## config.mk

```make
export PLATFORM = sky130hd
export DESIGN_NAME = mem_access_unit
export DESIGN_NICKNAME = d
export VERILOG_FILES = /design/src/rtl/mem_access_unit.sv
export SDC_FILE = /design/constraint.sdc
export NUM_CORES = 1
export LEC_CHECK = 0
export BUFFER_PORTS_ARGS = -buffer_cell sky130_fd_sc_hd__buf_2
export CORE_MARGIN = 3
export CORE_UTILIZATION = 35
export DETAILED_ROUTE_END_ITERATION = 6
export PLACE_DENSITY = 0.64
export SKIP_LAST_GASP = 1
export SLEW_MARGIN = 10
export SYNTH_ARGS = -nofsm -noshare
export SYNTH_HDL_FRONTEND = slang
export SYNTH_SLANG_ARGS = --single-unit
```

## constraint.sdc

```tcl
create_clock -name clk -period 2.8 [get_ports clk]
set_input_delay 0.28 -clock clk [delete_from_list [all_inputs] [get_ports clk]]
set_output_delay 0.28 -clock clk [all_outputs]
set_load 0.02 [all_outputs]
```

## src/rtl/mem_access_unit.sv

```systemverilog
// Purpose : load/store sequencer between the MEM-stage datapath and a word-only data RAM.
// Latency : 1 cycle for rejected requests, 2 for word stores, 3 for loads and sub-word stores.
// Backpressure: req_ready only in IDLE; responses are one-cycle pulses with no backpressure.
//
// Ports:
//   clk, rst_n                      clock, asynchronous active-low reset
//   req_valid/req_ready             request handshake
//   req_we, req_size, req_signed    store/load, size (00 b, 01 h, 10 w, 11 illegal), sign-extend
//   req_addr, req_wdata             byte address, right-aligned store data
//   resp_valid, resp_rdata, resp_err  completion pulse, extended load data, reject flag
//   ram_we, ram_addr, ram_din, ram_dout  word RAM (write-first, 1-cycle registered read)
//
// Optional feature macro: MEM_ACCESS_RANGE_CHECK_EN
//   defined   -> nonzero req_addr[31:RAM_AW+2] is rejected like a misaligned access
//   undefined -> upper address bits are ignored (addresses alias)
//
// Big-endian lanes: byte offset 0 is bits [31:24].

module mem_access_unit #(
  parameter int RAM_AW = 10
) (
  input  logic              clk,
  input  logic              rst_n,
  input  logic              req_valid,
  output logic              req_ready,
  input  logic              req_we,
  input  logic [1:0]        req_size,
  input  logic              req_signed,
  input  logic [31:0]       req_addr,
  input  logic [31:0]       req_wdata,
  output logic              resp_valid,
  output logic [31:0]       resp_rdata,
  output logic              resp_err,
  output logic              ram_we,
  output logic [RAM_AW-1:0] ram_addr,
  output logic [31:0]       ram_din,
  input  logic [31:0]       ram_dout
);

  typedef enum logic [2:0] {
    IDLE = 3'd0,
    RD   = 3'd1,
    WR   = 3'd2,
    MRG  = 3'd3,
    LD   = 3'd4,
    DONE = 3'd5
  } state_t;

  state_t              state;
  logic [RAM_AW+1:0]   addr_q;
  logic [1:0]          size_q;
  logic                we_q;
  logic                signed_q;
  logic [31:0]         wdata_q;

  logic                req_err;
  logic [4:0]          lane_sh;
  logic [31:0]         lane_mask;
  logic [15:0]         lane;
  logic [31:0]         merged;
  logic [31:0]         load_val;

  // Request validity, evaluated on the live request at accept time.
  always_comb begin
    req_err = (req_size == 2'b11) ||
              (req_size == 2'b01 && req_addr[0]) ||
              (req_size == 2'b10 && req_addr[1:0] != 2'b00);
`ifdef MEM_ACCESS_RANGE_CHECK_EN
    if (req_addr[31:RAM_AW+2] != '0) req_err = 1'b1;
`endif
  end

`ifndef MEM_ACCESS_RANGE_CHECK_EN
  // Upper address bits deliberately dropped: addresses alias modulo the RAM size.
  logic unused_addr_hi;
  assign unused_addr_hi = ^req_addr[31:RAM_AW+2];
`endif

  // Right-shift that brings the addressed lane down to bit 0 (big-endian):
  // byte offset k -> 8*(3-k), half offset 0 -> 16, offset 2 -> 0.
  always_comb begin
    lane_sh   = 5'd0;
    lane_mask = 32'hFFFF_FFFF;
    case (size_q)
      2'b00: begin
        lane_sh   = {~addr_q[1:0], 3'b000};
        lane_mask = 32'h0000_00FF << lane_sh;
      end
      2'b01: begin
        lane_sh   = {~addr_q[1], 4'b0000};
        lane_mask = 32'h0000_FFFF << lane_sh;
      end
      default: begin
        lane_sh   = 5'd0;
        lane_mask = 32'hFFFF_FFFF;
      end
    endcase
  end

  assign lane   = 16'(ram_dout >> lane_sh);
  assign merged = (ram_dout & ~lane_mask) | ((wdata_q << lane_sh) & lane_mask);

  always_comb begin
    case (size_q)
      2'b00:   load_val = signed_q ? {{24{lane[7]}}, lane[7:0]} : {24'h0, lane[7:0]};
      2'b01:   load_val = signed_q ? {{16{lane[15]}}, lane} : {16'h0, lane};
      default: load_val = ram_dout;
    endcase
  end

  // Write strobe straight from state so an async reset kills a pending write at once.
  assign ram_we    = (state == WR) || (state == MRG);
  assign ram_addr  = addr_q[RAM_AW+1:2];
  assign ram_din   = (state == WR)  ? wdata_q :
                     (state == MRG) ? merged  : 32'h0;
  assign req_ready = (state == IDLE);

  always_ff @(posedge clk or negedge rst_n) begin
    if (!rst_n) begin
      state      <= IDLE;
      addr_q     <= '0;
      size_q     <= 2'b00;
      we_q       <= 1'b0;
      signed_q   <= 1'b0;
      wdata_q    <= 32'h0;
      resp_valid <= 1'b0;
      resp_rdata <= 32'h0;
      resp_err   <= 1'b0;
    end else begin
      resp_valid <= 1'b0;
      case (state)
        IDLE: begin
          if (req_valid) begin
            addr_q   <= req_addr[RAM_AW+1:0];
            size_q   <= req_size;
            we_q     <= req_we;
            signed_q <= req_signed;
            wdata_q  <= req_wdata;
            if (req_err) begin
              state      <= DONE;
              resp_valid <= 1'b1;
              resp_err   <= 1'b1;
              resp_rdata <= 32'h0;
            end else if (req_we && req_size == 2'b10) begin
              state <= WR;
            end else begin
              state <= RD;
            end
          end
        end
        RD:  state <= we_q ? MRG : LD;
        WR, MRG: begin
          state      <= DONE;
          resp_valid <= 1'b1;
          resp_err   <= 1'b0;
          resp_rdata <= 32'h0;
        end
        LD: begin
          state      <= DONE;
          resp_valid <= 1'b1;
          resp_err   <= 1'b0;
          resp_rdata <= load_val;
        end
        DONE:    state <= IDLE;
        default: state <= IDLE;
      endcase
    end
  end

endmodule

```

==> metrics.md, run 1 <==
| Metric | Value |
|---|---|
| Outcome | finished, final reports clean |
| Comb pwr share | 53.2% |
| Post-synth top cells | 85 x dfrtp_1, 48 x nand2_1, 39 x a21oi_1 |
| CP Class | flop to output port |
| Total I/O pin count | 181 |
| Top FF cell, synth | dfrtp_1 |
| Syn_area_per_cell | 10.0 µm² |
| Total GRT Usage | 20.0% |
| TritonCTS Buffers | 9 |
| Avg Vias per Cell | 5.59 |
| Vias in the first global route | 4376 |
| Power share of the clock group | 15.1% |
| Clock-pin slew on the worst setup and hold paths | 0.06 ns |
| Met2 WL | 7.17 mm |
| Worst path cell trace | nand2b_1 -> a21oi_2 -> mux2i_1 -> a21oi_1 -> buf_2 |
| CP Data Required Time | 2.52 ns |
| Starting DRT DRC Count | 361 |
| Layout cells sized above 1 | 38.6% |
| IO Port Bufs | 160 |
| Critical Path Start Type | flop |
| Antenna Cells | 0 |
| CTS tree | done |
| Min cycle time layout | 2.51 ns |
| Dpl cells | 800 |
| Fillers | 1384 |
| Synth cell types | 53 |
| Leakage power | 2.90 nW |
| Clk buf depth | 2 |
| Cell count after synthesis | 499 |
| Crit path DAT | 2.23 ns |
| Resize count post-CTS | 0 |
| Grt ovf | 0 |
| Slew @ Worst Pin | 1.08 ns |
| Synth Cell Area | 5010 µm² |
| Post-synth top area share | 42.5% |
| Slew HR | 28.3% |
| Setup Skew | 0.00565 ns |
| Area grow syn2layout | 21.8% |
| DR WL/cell | 19.5 µm |
| H-Tree Depth | 3 |
| FFs w/ async S/R, synth | 100% |
| Insertion delay to the later sink of the worst-skew pair | 0.34 ns |
| Pin count of the biggest net entering global routing | 86 |
| Routed Antenna Nets | 0 |
| Pwr Density | 1180 nW/µm² |
| Die Ht | 126 µm |
| Reg2Reg Depth | 5 |
| Initial Util | 36.0% |
| Met3 wire len | 1.31 mm |
| Multi-input logic area | 2550 µm² |
| Final setup TNS | 0 ns |
| Max Fanout on Critical Path | 11 |
| Worst setup margin | 0.290 ns |
| CTS root buf | clkbuf_16 |
| Reg power frac | 31.8% |
| Post-Place Worst Slack | 0.659 ns |
| Final instance area | 6100 µm² |
| GPL Wtd Cong | 0.898 |
| Post-CTS Setup Repair Bufs | 0 |
| Clock sink total | 85 |
| Peak VDD IR | 0.652 mV |
| YS warnings | 0 |
| Register area share after synthesis | 42.5% |
| Synthesized Nets | 602 |
| Die Footprint | 15800 µm² |
| Post-route clock period utilization | 89.6% |
| Sw frac | 45.0% |
| Yosys top cell by area | dfrtp_1 |
| CP peak stage delay | 0.60 ns |
| Hold Vio Cnt, Final | 0 |
| Initial antenna violation count | 0 |
| Residual DRC | 0 |
| Slew Viols, Final | 0 |
| Hpwl dp | 12.1 mm |
| Count leader, synth | dfrtp_1 |
| First-pass GRT wire length | 24.8 mm |
| HP Class | primary input to async pin |
| Synth top area cells | dfrtp_1 42%, mux2_2 6.7%, mux2i_1 4.4%, a21oi_1 3.9%, mux2_1 3.6% |
| Int Pwr | 3.96 mW |
| Hold Buf Count CTS | 0 |
| Uppermost layer routed | met4 |
| RSZ-0062 raised after global routing | no |
| First-pass DRT Iterations | 5 |
| Sequential Area | 2130 µm² |
| Setup-failing EPs final | 0 |
| Via count | 4558 |
| EDFF count, synth | 0 |
| Setup crit end kind | output port |
| Slowest-stage cell, CP | dfrtp_1 |
| Wl on met1 | 7.19 mm |
| PnR Total Power | 7.20 mW |
| Net Switching | 3.24 mW |
| Max Cap Viol | 0 |
| Fin cells | 815 |
| Synthesis-stage register bit count | 85 |
| Core Rows | 43 |
| Core box area | 13900 µm² |
| Placed Area | 5840 µm² |
| Final nets | 734 |
| F_max | 0.398 GHz |
| WL final | 15.9 mm |
| Die W | 126 µm |
[path summary, 6_finish.rpt]
kind / start / end / slack [ns]
max: addr_q[0] / ram_din[8] / 0.29
min: rst_n / resp_rdata[8] / 0.13
max reg2reg: addr_q[0] / resp_rdata[1] / 0.76
min reg2reg: addr_q[6] / addr_q[6] / 0.48
max in group asynchronous: rst_n / wdata_q[17] / 1.97
min in group clk: req_signed / signed_q / 0.14
[layout by cell type (no fill, tap or decap), types with 2 or more instances in the layout]
master | Yosys | final
buf_2 | 16 | 159
dfrtp_1 | 85 | 85
nand2_1 | 48 | 48
a21oi_1 | 39 | 39
nand3_1 | 33 | 33
mux2_2 | 30 | 30
o21ai_0 | 25 | 25
nor2_1 | 22 | 22
mux2i_1 | 22 | 22
a211oi_1 | 17 | 17
mux2_1 | 16 | 16
buf_4 | 16 | 12
nand2b_1 | 10 | 10
nand4_2 | 10 | 10
clkbuf_16 | 0 | 9
nor3_1 | 8 | 8
inv_1 | 7 | 7
o2bb2ai_1 | 7 | 7
nand4_1 | 6 | 6
a221o_1 | 6 | 6
a31oi_1 | 5 | 5
a211o_1 | 5 | 5
o22ai_1 | 4 | 4
o211ai_1 | 4 | 4
clkinv_2 | 1 | 3
mux4_2 | 3 | 3
a22o_1 | 3 | 3
or3b_1 | 3 | 3
a221oi_1 | 3 | 3
a21o_1 | 2 | 2
a32o_1 | 2 | 2
nand2_2 | 2 | 2
o32ai_1 | 2 | 2
clkinvlp_4 | 0 | 2
[critical path: cells and delay by family (launching register included)]
family	cells	cell delay (ns)
AND/OR/NAND/NOR	1	0.18
AO/OA/AOI/OAI	2	0.72
multiplexers	1	0.19
buffers and inverters	1	0.20
flip-flops	1	0.60
[state kept, by name, summed over array words and instances, names as in the netlist]
| signal | count |
|---|---|
| resp_valid | 1 |
| signed_q | 1 |
| resp_err | 1 |
| addr_q | 12 |
| size_q | 2 |
| resp_rdata | 32 |
| we_q | 1 |
| wdata_q | 32 |
| state | 3 |
[metal layers]
| layer | global-route usage [%] | vias up |
|---|---|---|
| li1 | - | 2088 |
| met1 | 28.4 | 2257 |
| met2 | 30.1 | 198 |
| met3 | 6.11 | 15 |
| met4 | 4.91 | 0 |
| met5 | 0 | - |
[per-stage QoR]
| step | hold slack [ns] | util (%) |
|---|---|---|
| finish | 0.134 | 43.8 |
| global route | 0.137 | 43.8 |
| CTS | 0.132 | 43.8 |
| detailed placement | 0.474 | 41.9 |
| global placement | 0.463 | 41.9 |
| floorplan | -0.0156 | - |
[kinds of logic (layout without fill, tap and decap cells)]
group                  Yosys count  count (layout)  synth area share (%)
AND/OR/NAND/NOR                155             155                  17.5
multiplexers                    71              71                  16.1
buffers and inverters           59             195                  6.79
flip-flops                      85              85                  42.5
AO/OA/AOI/OAI                  129             129                  17.2
[final cells by class]
cell class | instances | area share (%)
clock inverter | 4 | 0.410
tap | 180 | 3.69
multi-input combinational | 355 | 41.7
timing repair buffer | 172 | 14.8
clock buffer | 11 | 3.98
sequential | 85 | 34.9
inverter | 8 | 0.513
[power by group through the flow]
stage,clock network [mW],logic [mW],registers [mW]
floorplan,0,2.89,2.26
global placement,0,3.75,2.27
detailed placement,0,3.83,2.30
CTS,1.12,3.84,2.28
global route,1.17,4.17,2.35
finish,1.08,3.83,2.29
Note: power is estimated with default switching activity, not from simulation.
==> inputs of run 2 (changes only) <==
Settings changed: PLACE_DENSITY 0.64 to 0.66, REMOVE_ABC_BUFFERS set to 1, SKIP_LAST_GASP 1 to unset.
Clock period 2.8 ns to 2 ns, I/O delays scaled along.
==> run 2 against run 1 <==
Net effect: the run now ends with setup timing left; register-to-register slack lost 0.68 ns; design area rose by 12%; combinational power rose by 77%; hold slack lost 0.070 ns; sequential share of layout area fell by 3.7 points; first-iteration DRC count is 21% lower; largest cell class unchanged; largest power group unchanged.
==> metrics.md, run 2 (synthesis results as in run 1) <==
| Metric | Value |
|---|---|
| Worst setup margin | -0.212 ns (was 0.290 ns) |
| Die Ht | 126 µm (unchanged) |
| Crit path DAT | 2.01 ns (was 2.23 ns) |
| Pwr Density | 1690 nW/µm² (was 1180 nW/µm²) |
| Residual DRC | 0 (unchanged) |
| Post-route clock period utilization | 111% |
| Final instance area | 6840 µm² (was 6100 µm²) |
| Routed Antenna Nets | 0 (unchanged) |
| Leakage power | 3.17 nW (was 2.90 nW) |
| First-pass GRT wire length | 25.8 mm (was 24.8 mm) |
| Hpwl dp | 12.6 mm (was 12.1 mm) |
| Die Footprint | 15800 µm² (unchanged) |
| WHS | 0.0635 ns (was 0.134 ns) |
| Core box area | 13900 µm² (unchanged) |
| Area grow syn2layout | 36.6% (was 21.8%) |
| Insertion delay to the later sink of the worst-skew pair | 0.35 ns (was 0.34 ns) |
| RSZ-0062 raised after global routing | yes (was no) |
| CP endpoint | ram_din[27] (was ram_din[8]) |
| Worst r2r src | size_q[1] (was addr_q[0]) |
| Outcome | finished with violations (was finished, final reports clean) |
| Via count | 4700 (was 4558) |
| Clock-pin slew on the worst setup and hold paths | 0.07 ns (was 0.06 ns) |
| Dpl cells | 819 (was 800) |
| Avg Vias per Cell | 5.53 (was 5.59) |
| F_max | 0.452 GHz |
| Crit path from | size_q[1] (was addr_q[0]) |
| Top Registers | resp_rdata x32, wdata_q x32, addr_q x12 (unchanged) |
| Failing checks | setup timing |
| CTS root buf | clkbuf_16 (unchanged) |
| GPL Wtd Cong | 0.891 (was 0.898) |
| Core Rows | 43 (unchanged) |
| Slew @ Worst Pin | 0.468 ns (was 1.08 ns) |
| Initial Util | 36.0% (unchanged) |
| Most frequent cells in the layout | 132 x buf_2, 83 x dfrtp_1, 54 x buf_4, 42 x nand2_1, 32 x a21oi_1 (was 159 x buf_2, 85 x dfrtp_1, 48 x nand2_1, 39 x a21oi_1, 33 x nand3_1) |
| First-pass DRT Iterations | 4 (was 5) |
| CTS tree | done (unchanged) |
| IO Port Bufs | 160 (unchanged) |
| Vias in the first global route | 4735 (was 4376) |
| Starting DRT DRC Count | 285 (was 361) |
| Fin cells | 850 (was 815) |
| TritonCTS Buffers | 9 (unchanged) |
| Die W | 126 µm (unchanged) |
| Grt ovf | 0 (unchanged) |
| Max Fanout on Critical Path | 6 (was 11) |
| Reg2Reg Depth | 5 (unchanged) |
| Initial antenna violation count | 1 (was 0) |
| Slew Viols, Final | 0 (unchanged) |
| Placed Area | 6020 µm² (was 5840 µm²) |
| Setup-failing EPs final | 31 (was 0) |
| CP Data Required Time | 1.80 ns (was 2.52 ns) |
| HP Class | primary input to flop (was primary input to async pin) |
| Slew HR | 68.8% (was 28.3%) |
| Peak VDD IR | 0.658 mV (was 0.652 mV) |
| Post-Place Worst Slack | -0.0210 ns (was 0.659 ns) |
| Leading cell type in the layout, fill and taps excluded | buf_2 (unchanged) |
| Worst R2R End | resp_rdata[0] (was resp_rdata[1]) |
| Layout cells sized above 1 | 48.1% (was 38.6%) |
| DR WL/cell | 19.8 µm (was 19.5 µm) |
| Final nets | 768 (was 734) |
| H-Tree Depth | 3 (unchanged) |
| R2R Setup Slk | 0.08 ns (was 0.76 ns) |
| Setup Skew | 0.00738 ns (was 0.00565 ns) |
| Min cycle time layout | 2.21 ns |
| Clock sink total | 85 (unchanged) |
| Max Cap Viol | 0 (unchanged) |
| WL final | 16.8 mm (was 15.9 mm) |
| Critical Path Start Type | flop (unchanged) |
| Total GRT Usage | 20.7% (was 20.0%) |
| Total I/O pin count | 181 (unchanged) |
| CP Class | flop to output port (unchanged) |
| Pin count of the biggest net entering global routing | 45 (was 86) |
| Hold Vio Cnt, Final | 0 (unchanged) |
| Clk buf depth | 2 (unchanged) |
| Setup crit end kind | output port (unchanged) |
[run 2: cell count changes in the layout (fill, tap and decap cells not counted), sizes merged]
cell,previous run,this run
buf,172,203
clkinv,3,5
bufinv,0,1
diode,0,1
dlygate4sd3,0,1
inv,7,6
[run 2: timing repair]
action	4_1_cts	5_1_grt
setup buffers	5	7
hold buffers	1	0
endpoints found under the hold margin	39	0
gates resized for setup	44	53
endpoints found under the setup margin	33	55
gates cloned	0	2
pin swaps	9	15
[run 2: cell type report]
cell class | instances | area (µm²)
multi-input combinational | 355 | 2780
clock inverter | 6 | 65.1
inverter | 8 | 38.8
clock buffer | 9 | 225
timing repair buffer | 206 | 1370
tap | 180 | 225
antenna | 1 | 2.50
fill | 1298 | 7090
sequential | 85 | 2130
[run 2: worst min-delay path by stage]
stage          slack, ns        endpoint    startpoint  cells past startpoint
2_1_floorplan       -0.1       addr_q[0]         rst_n                      0
3_3_place_gp        0.07  resp_rdata[21]         rst_n                      1
3_5_place_dp        0.07  resp_rdata[19]         rst_n                      1
4_1_cts             0.05      addr_q[11]  req_addr[11]                      2
5_1_grt             0.06      addr_q[11]  req_addr[11]                      2
6_report            0.06       addr_q[2]   req_addr[2]                      2
[run 2: stage by stage]
step	TNS [ns]	power (mW)	util, %
finish	-3.11	11.6	49.1
global route	-5.79	12.3	49.1
CTS	-2.88	11.0	46.8
detailed placement	-0.0210	8.92	43.2
global placement	0	8.76	43.2
floorplan	-86.93	6.74	-
[run 2: worst max-delay path, stage by stage, from the launching register on]
cell and delay (ns):
dfrtp_1 0.42, nor3_4 0.24, buf_12 0.15, mux4_2 0.51, nand2_2 0.09, a31oi_4 0.10, buf_6 0.15
[run 2: metal layers]
metal / track usage, % / part of all wire, %
met1: 27.3 / 43
met2: 32.3 / 48
met3: 5.47 / 6.4
met4: 8.93 / 3.0
met5: 0 / 0
[run 2: where the power goes]
| part | internal (mW) | switching [mW] | total (mW) |
|---|---|---|---|
| clock network | 0.960 | 0.698 | 1.66 |
| registers | 2.51 | 0.647 | 3.15 |
| logic | 3.03 | 3.73 | 6.76 |
| total | 6.50 | 5.08 | 11.6 |
